--- src/rtl/cmp_pkg.sv ---
// Shared definitions for the sequential magnitude comparator: FSM state
// encoding, one-hot result constants and a ceiling-log2 helper.
package cmp_pkg;

  typedef enum logic [1:0] {
    IDLE = 2'd0,
    CMP  = 2'd1,
    DONE = 2'd2
  } state_t;

  // Result vectors are packed as {lt, eq, gt}
  localparam logic [2:0] RES_LT = 3'b100;
  localparam logic [2:0] RES_EQ = 3'b010;
  localparam logic [2:0] RES_GT = 3'b001;

  // Number of bits needed to count 0..n-1
  function automatic int CLOG2(input int n);
    int r;
    int v;
    r = 0;
    v = n - 1;
    while (v > 0) begin
      r = r + 1;
      v = v >> 1;
    end
    return r;
  endfunction

endpackage

--- src/rtl/comparator_chunk.sv ---
// Combinational unsigned compare of one CHUNK-bit slice.
module comparator_chunk #(
  parameter int CHUNK = 8
) (
  input  logic [CHUNK-1:0] a,
  input  logic [CHUNK-1:0] b,
  output logic             lt,
  output logic             eq,
  output logic             gt
);

  assign lt = (a < b);
  assign eq = (a == b);
  assign gt = (a > b);

endmodule

--- src/rtl/seq_magnitude_comparator.sv ---
// Multi-cycle magnitude comparator: walks the operands MSB chunk first,
// stops on the first differing chunk, and falls back to the cascade inputs
// when every chunk matches.
module seq_magnitude_comparator
  import cmp_pkg::*;
#(
  parameter int WIDTH     = 32,
  parameter int CHUNK     = 8,
  parameter bit SIGNED_EN = 1'b1
) (
  input  logic             clk,
  input  logic             rst,
  input  logic             start,
  input  logic             signed_mode,
  input  logic [WIDTH-1:0] A,
  input  logic [WIDTH-1:0] B,
  input  logic             LT_IN,
  input  logic             EQ_IN,
  input  logic             GT_IN,
  output logic             busy,
  output logic             done,
  output logic             LT_OUT,
  output logic             EQ_OUT,
  output logic             GT_OUT
);

  localparam int NCHUNK = WIDTH / CHUNK;
  localparam int CNT_W  = (NCHUNK > 1) ? CLOG2(NCHUNK) : 1;

  state_t           state_reg;
  logic [CNT_W-1:0] cnt_reg;
  logic [WIDTH-1:0] a_reg;
  logic [WIDTH-1:0] b_reg;
  logic [2:0]       cas_reg;   // {LT_IN, EQ_IN, GT_IN} captured at start
  logic             mode_reg;
  logic [2:0]       res_reg;   // {lt, eq, gt}

  // Chunk arrays ordered MSB-first so the counter indexes them directly
  logic [CHUNK-1:0] a_chunks [NCHUNK];
  logic [CHUNK-1:0] b_chunks [NCHUNK];

  genvar gi;
  generate
    for (gi = 0; gi < NCHUNK; gi++) begin : g_chunk
      assign a_chunks[gi] = a_reg[(NCHUNK-1-gi)*CHUNK +: CHUNK];
      assign b_chunks[gi] = b_reg[(NCHUNK-1-gi)*CHUNK +: CHUNK];
    end
  endgenerate

  // Flipping the top bit of the most significant chunk turns a two's-complement
  // compare into an unsigned one; lower chunks are plain magnitude bits.
  localparam logic [CHUNK-1:0] MSB_MASK = CHUNK'(1) << (CHUNK - 1);

  logic             first_chunk;
  logic             last_chunk;
  logic [CHUNK-1:0] sign_flip;
  logic [CHUNK-1:0] a_cmp;
  logic [CHUNK-1:0] b_cmp;
  logic             chk_lt;
  logic             chk_eq;
  logic             chk_gt;

  assign first_chunk = (cnt_reg == '0);
  assign last_chunk  = (cnt_reg == CNT_W'(NCHUNK - 1));
  assign sign_flip   = (mode_reg && first_chunk) ? MSB_MASK : '0;
  assign a_cmp       = a_chunks[cnt_reg] ^ sign_flip;
  assign b_cmp       = b_chunks[cnt_reg] ^ sign_flip;

  comparator_chunk #(
    .CHUNK(CHUNK)
  ) u_chunk (
    .a  (a_cmp),
    .b  (b_cmp),
    .lt (chk_lt),
    .eq (chk_eq),
    .gt (chk_gt)
  );

  // Cascade resolution when all chunks match: EQ_IN wins, then GT_IN, then LT_IN
  logic [2:0] cas_res;
  always_comb begin
    cas_res = RES_EQ;
    if (cas_reg[1])      cas_res = RES_EQ;
    else if (cas_reg[0]) cas_res = RES_GT;
    else if (cas_reg[2]) cas_res = RES_LT;
  end

  // FSM, chunk counter, operand capture and result register
  always_ff @(posedge clk) begin
    if (rst) begin
      state_reg <= IDLE;
      cnt_reg   <= '0;
      a_reg     <= '0;
      b_reg     <= '0;
      cas_reg   <= '0;
      mode_reg  <= 1'b0;
      res_reg   <= '0;
    end else begin
      case (state_reg)
        IDLE, DONE: begin
          if (start) begin
            a_reg     <= A;
            b_reg     <= B;
            cas_reg   <= {LT_IN, EQ_IN, GT_IN};
            mode_reg  <= signed_mode & SIGNED_EN;
            cnt_reg   <= '0;
            state_reg <= CMP;
          end else begin
            state_reg <= IDLE;
          end
        end
        CMP: begin
          if (!chk_eq) begin
            res_reg   <= {chk_lt, 1'b0, chk_gt};
            state_reg <= DONE;
          end else if (last_chunk) begin
            res_reg   <= cas_res;
            state_reg <= DONE;
          end else begin
            cnt_reg <= cnt_reg + CNT_W'(1);
          end
        end
        default: state_reg <= IDLE;
      endcase
    end
  end

  assign busy   = (state_reg == CMP);
  assign done   = (state_reg == DONE);
  assign LT_OUT = res_reg[2];
  assign EQ_OUT = res_reg[1];
  assign GT_OUT = res_reg[0];

endmodule
--- config.mk ---
export PLATFORM = sky130hd
export DESIGN_NAME = seq_magnitude_comparator
export DESIGN_NICKNAME = d
export VERILOG_FILES = /design/src/rtl/cmp_pkg.sv /design/src/rtl/comparator_chunk.sv /design/src/rtl/seq_magnitude_comparator.sv
export SDC_FILE = /design/constraint.sdc
export NUM_CORES = 1
export LEC_CHECK = 0
export CAP_MARGIN = 20
export CORE_ASPECT_RATIO = 0.75
export CORE_UTILIZATION = 35
export DETAILED_ROUTE_END_ITERATION = 16
export SLEW_MARGIN = 20
export SYNTH_ARGS = -nofsm -noshare
export SYNTH_HDL_FRONTEND = slang
export SYNTH_SLANG_ARGS = --single-unit
--- constraint.sdc ---
create_clock -name clk -period 2.7 [get_ports clk]
set_input_delay 0.675 -clock clk [delete_from_list [all_inputs] [get_ports clk]]
set_output_delay 0.675 -clock clk [all_outputs]
set_load 0.01 [all_outputs]
-- After elaboration in Yosys (flattened, before gate mapping)
Cells that the tools add are included.
Widths: inputs -> output; s select.
- register bits: 75
- output and inout port bits: 5
- logic and storage cells: 51
- $add $sub $neg: 1
- $lt $le $gt $ge: 3
- eq/ne operators: 9
- multiplexer cells: 20
- bitwise gates (word level): 3
- reduce and logical (&&, ||, !) cells: 8
- operators by type and width (cell ; number):
    $mux 8 ; 5
    $bmux 8 s2 ; 2
    $xor 8x8->8 ; 2
    $mux 3 ; 5
    $mux 2 ; 5
    $eq 8x8->1 ; 1
    $gt 8x8->1 ; 1
    $lt 8x8->1 ; 1
    $pmux 2 s2 ; 2
    $ne 2x2->1 const B ; 3
    $eq 2x2->1 const B ; 2
    $logic_not 2->1 ; 2
    $reduce_and 2->1 ; 2
    $reduce_and 4->1 ; 1
    $ge 3x3->1 const B ; 1
    $ne 3x3->1 const B ; 1
    $not 2->3 ; 1
    $add 2x1->2 const B ; 1
    $eq 2x1->1 const B ; 1
    $ne 2x1->1 const B ; 1
    $reduce_bool 2->1 ; 1
    $reduce_or 2->1 ; 1
    $logic_and 1x1->1 ; 1
    $mux 1 ; 1

-- Logic depth before layout (Yosys ltp)
Gate-level depths: netlist of the first run.
- depth after elaboration: 8
- mapped depth: 12
- gate-level depth less buffers: 10

-- By module
A second synthesis of the first run with hierarchy kept.
- cells, all modules: 388
- area total of the unflattened synthesis: 3342.0 µm²
- by module, submodules not included (module ; instances ; cells an instance ; area an instance (µm²) ; sequential area each (µm²)):
    seq_magnitude_comparator ; 1 ; 359 ; 3116.7 ; 1501.4
    comparator_chunk ; 1 ; 29 ; 225.2 ; 0.0

-- Worst setup path after synthesis of the first run
Ideal clock, no wire load.
- kind: flip-flop to flip-flop
- start point: register cnt_reg[0]
- end point: register cnt_reg[0]
- library setup time: 0.128 ns
- data arrival time: 2.161 ns
- required time: 2.572 ns
- slack: 0.411 ns
- cell stages (with the launch flop): 10
- period minus slack after synthesis: 2.289 ns
- cells stage by stage: dfxtp_1 -> buf_6 -> buf_6 -> mux4_2 -> ha_1 -> nand4_4 -> nor4_4 -> nor2_1 -> mux2i_1 -> nor2_1
- cells in the longest elaborated chain, start to end: 8
- elaborated cells on any way between the ends: 21
- ends and longest elaborated chain (item ; line ; source):
    from (decl) ; seq_magnitude_comparator.sv:31 ; logic [CNT_W-1:0] cnt_reg;
    from (signal assigned) ; seq_magnitude_comparator.sv:120 ; cnt_reg <= cnt_reg + CNT_W'(1);
    $not 2->3 (implied by the code) ; seq_magnitude_comparator.sv:66, seq_magnitude_comparator.sv:67 ;
    $bmux 8 s2, on equally long branches ; seq_magnitude_comparator.sv:66, seq_magnitude_comparator.sv:67 ;
    $mux 8, on equally long branches (2 in a row) ; seq_magnitude_comparator.sv:66, seq_magnitude_comparator.sv:67 ;
    $xor 8x8->8, on equally long branches ; seq_magnitude_comparator.sv:66, seq_magnitude_comparator.sv:67 ;
    $eq 8x8->1 ; comparator_chunk.sv:13 ; assign eq = (a == b);
    $ne 2x1->1 (no line) ; - ;
    $reduce_and 4->1 (no line) ; - ;
Several ways; a longest one is shown, not always the timed one. The select of a mux whose other input is x is not followed.
A chain may end at the register's enable or synchronous reset.

-- Final worst setup path of the first run
Same ends and word-level chain as after synthesis.

==> summary.md, run 1 <==
| Metric | Value |
|---|---|
| Worst-case vdd ir drop | 0.242 mV |
| Nets | 534 |
| Most used cell, CP | nor2_1 |
| Top cell type's share of synthesized area | 45.1% |
| Area taken by multi-input logic gates | 0.00164 sq mm |
| Final hold violations | 0 |
| Post-synth EDFFs | 0 |
| Final ANT Viol Nets | 0 |
| Post-route minimum period | 2.45 ns |
| CP max FO | 11 |
| Critical path's slowest cell | mux4_2 |
| Post-Synth XOR/XNOR Area | 0.526% |
| IO Pins | 76 |
| Netlist cell types | 29 |
| Layout fillers | 868 |
| CTS buffer count | 9 |
| CTS Root Cell | clkbuf_16 |
| # DRC | 0 |
| Largest family of logic cells by synthesized area | simple AND/OR/NAND/NOR gates |
| Dpl cell area | 0.00418 sq mm |
| CP bufs+invs | 1 |
| CTS tree | built |
| CP Class | flip-flop to flip-flop |
| Power Dens Cells | 630 mW/mm^2 |
| Register Area | 0.00150 sq mm |
| Initial DRC count | 148 |
| Count of input and output buffers | 75 |
| Post-Syn Area | 0.00333 sq mm |
| CTS sink cnt | 75 |
| Die area | 0.00991 sq mm |
| Crit start category | flip-flop |
| Outcome | finished clean |
| DR WL/cell | 13.4 um |
| Syn Inst Count | 386 |
| Primary FF master, synth | dfxtp_1 |
| Slew HR | 60.4% |
| Crit. End Element | flip-flop |
| Final instance area | 0.00448 sq mm |
| Share of layout cells above drive strength 1 | 10.5% |
| Die width | 115 um |
| Vias | 2812 |
| Worst-path clk slew | 0.06 ns |
| Total core area | 0.00912 sq mm |
| Routability cong. | 0.789 |
| N_diodes | 0 |
| Vias in the first global route | 2663 |
| RSZ-0062 raised after global routing | false |
| Commonest non-fill, non-tap cells in the layout | nand2_1, a21oi_1, dfxtp_1 |
| Seq cells post-synth | 75 |
| Starting Density | 36.5% |
| Final Setup Violations | 0 |
| Cell taking the most area after synthesis | dfxtp_1 |
| Gr usage total | 17.0% |
| FMAX | 408 MHz |
| Adder-cell share of the synthesized area | 3.76% |
| Synth-to-layout area growth | 34.6% |
| Clock insertion delay at the later pin of the skew report | 0.33 ns |
| Simple-gate share of the synthesized area | 20.0% |
| Crit share post-route | 90.8% |
| Largest cells by area after synthesis | dfxtp_1, nand2_1, a21oi_1 |
| Row cnt | 30 |
| Compound-gate portion of the synthesized area | 13.4% |
| Post-CTS sizing | 0 |
| Post-CTS Setup Inserts | 0 |
| Setup TNS | 0 ns |
| Slew Limit Fails | 0 |
| Commonest non-fill, non-tap cell in the layout | nand2_1 |
| Drt pass-1 iters | 4 |
| Worst Tran Pin Value | 0.594 ns |
| Worst EP arrival | 2.65 ns |
| Critical Path Max Stage Delay | 0.54 ns |
| Hold buffers post-CTS | 0 |
| Mean Syn Cell Area | 8.62 sq um |
| GRT Residual Overflow | 0 |
| Critical path required time | 2.90 ns |
| Leak | 1.64 nW |
| Initial antenna violation count | 0 |
| DP HPWL | 5970 um |
| Mux share of post-synthesis cell area | 11.1% |
| Max-cap viol count | 0 |
| CP cell instances | buf_4 -> mux4_2 -> ha_1 -> nand4_4 -> nor4_4 -> nor2_1 -> mux2i_1 -> nor2_1 |
| First-pass GRT wire length | 12700 um |
| Detailed Route WL | 7860 um |
| Sequential fraction of the synthesis area | 45.1% |
| Synthesis warning total | 0 |
| Clk buf depth | 2 |
| H-tree Lvls | 3 |
| Largest net degree at the start of global routing | 69 |
| CP top delay family | multiplexers |
| Chip height | 86.5 um |
| Post-Route Skew | 0.00809 ns |
| FFs w/ async S/R, synth | 0% |
| Min-delay worst type | flip-flop to flip-flop |
| Number of vias per cell | 4.80 |
| Syn_nets | 467 |
-- worst min-delay path, cell delays in order (launching register included) --
cell and delay, ns:
dfxtp_1 0.31, nand2_1 0.05, a21oi_1 0.05
-- kinds of logic (layout without fill, tap and decap cells) --
kind of cell	count (synthesis)	count (layout)
muxes	17	17
adders and majority gates	10	10
AOI/OAI and AO/OA	84	84
and+or+nand+nor	159	159
buffers and inverters	39	111
DFF	75	75
xor gates and xnor gates	2	2
-- cell type report --
type	count	share of cell area, %
timing repair buffer	84	18.7
inverter	11	0.922
tap	128	3.58
clock buffer	10	5.11
sequential	75	33.5
multi-input combinational	272	36.5
clock inverter	6	1.62
-- power breakdown --
| group | total (mW) | switching [mW] | internal (mW) |
|---|---|---|---|
| sequential | 1.22 | 0.0433 | 1.17 |
| clock | 1.19 | 0.464 | 0.725 |
| combinational | 0.415 | 0.198 | 0.217 |
-- synth_stat cells, drive strengths merged, types with 2 or more instances --
master / number
nand4: 2
clkbuf: 8
dfxtp: 75
nor2b: 3
inv: 11
ha: 10
nor2: 8
buf: 20
mux4: 16
nand2: 140
a21oi: 76
nand2b: 3
o21ai: 3
-- through the flow --
stage / instances / power (mW) / setup WS [ns] / hold slack [ns] / utilization (%)
3_5_place_dp: 570 / 1.66 / 0.230 / 0.443 / 45.8
4_1_cts: 586 / 2.85 / 0.219 / 0.452 / 49.1
3_3_place_gp: 570 / 1.65 / 0.313 / 0.445 / 45.8
6_report: 586 / 2.82 / 0.248 / 0.451 / 49.1
2_1_floorplan: 386 / 1.48 / 0.411 / 0.433 / -
5_1_grt: 586 / 2.95 / 0.0573 / 0.473 / 49.1
-- worst paths after layout --
check          startpoint           end  depth (start not counted)  slack [ns]
min reg2reg  b_chunks[14]  b_chunks[14]                          2        0.45
min          b_chunks[14]  b_chunks[14]                          2        0.45
max reg2reg    cnt_reg[0]    cnt_reg[0]                          8        0.25
max            cnt_reg[0]    cnt_reg[0]                          8        0.25
-- routing by layer --
layer	vias to the layer above	wire (um)	global-route usage (%)
li1	1420	-	-
met1	1301	3950	23.8
met2	77	3330	25.5
met3	14	454	4.48
met4	0	117	5.79
met5	-	0	0
(Power assumes the default switching activity.)
==> run 2, diff against run 1 <==
--- a/config.mk
+++ b/config.mk
@@ -9,2 +9,3 @@
 export CORE_ASPECT_RATIO = 0.75
+export CORE_MARGIN = 1
 export CORE_UTILIZATION = 35
--- a/constraint.sdc
+++ b/constraint.sdc
@@ -3,2 +3,2 @@
 set_output_delay 0.675 -clock clk [all_outputs]
-set_load 0.01 [all_outputs]
+set_load 0.05 [all_outputs]
==> results of run 2 <==
Same layout as run 1 (identical final DEF). Status: finished clean.
Among the figures that moved: setup slack after layout 0.248 ns -> 0.180 ns; start point of the critical path cnt_reg[0] -> state_reg[0]; end point of the critical path cnt_reg[0] -> busy; total power 2.82 mW -> 2.84 mW
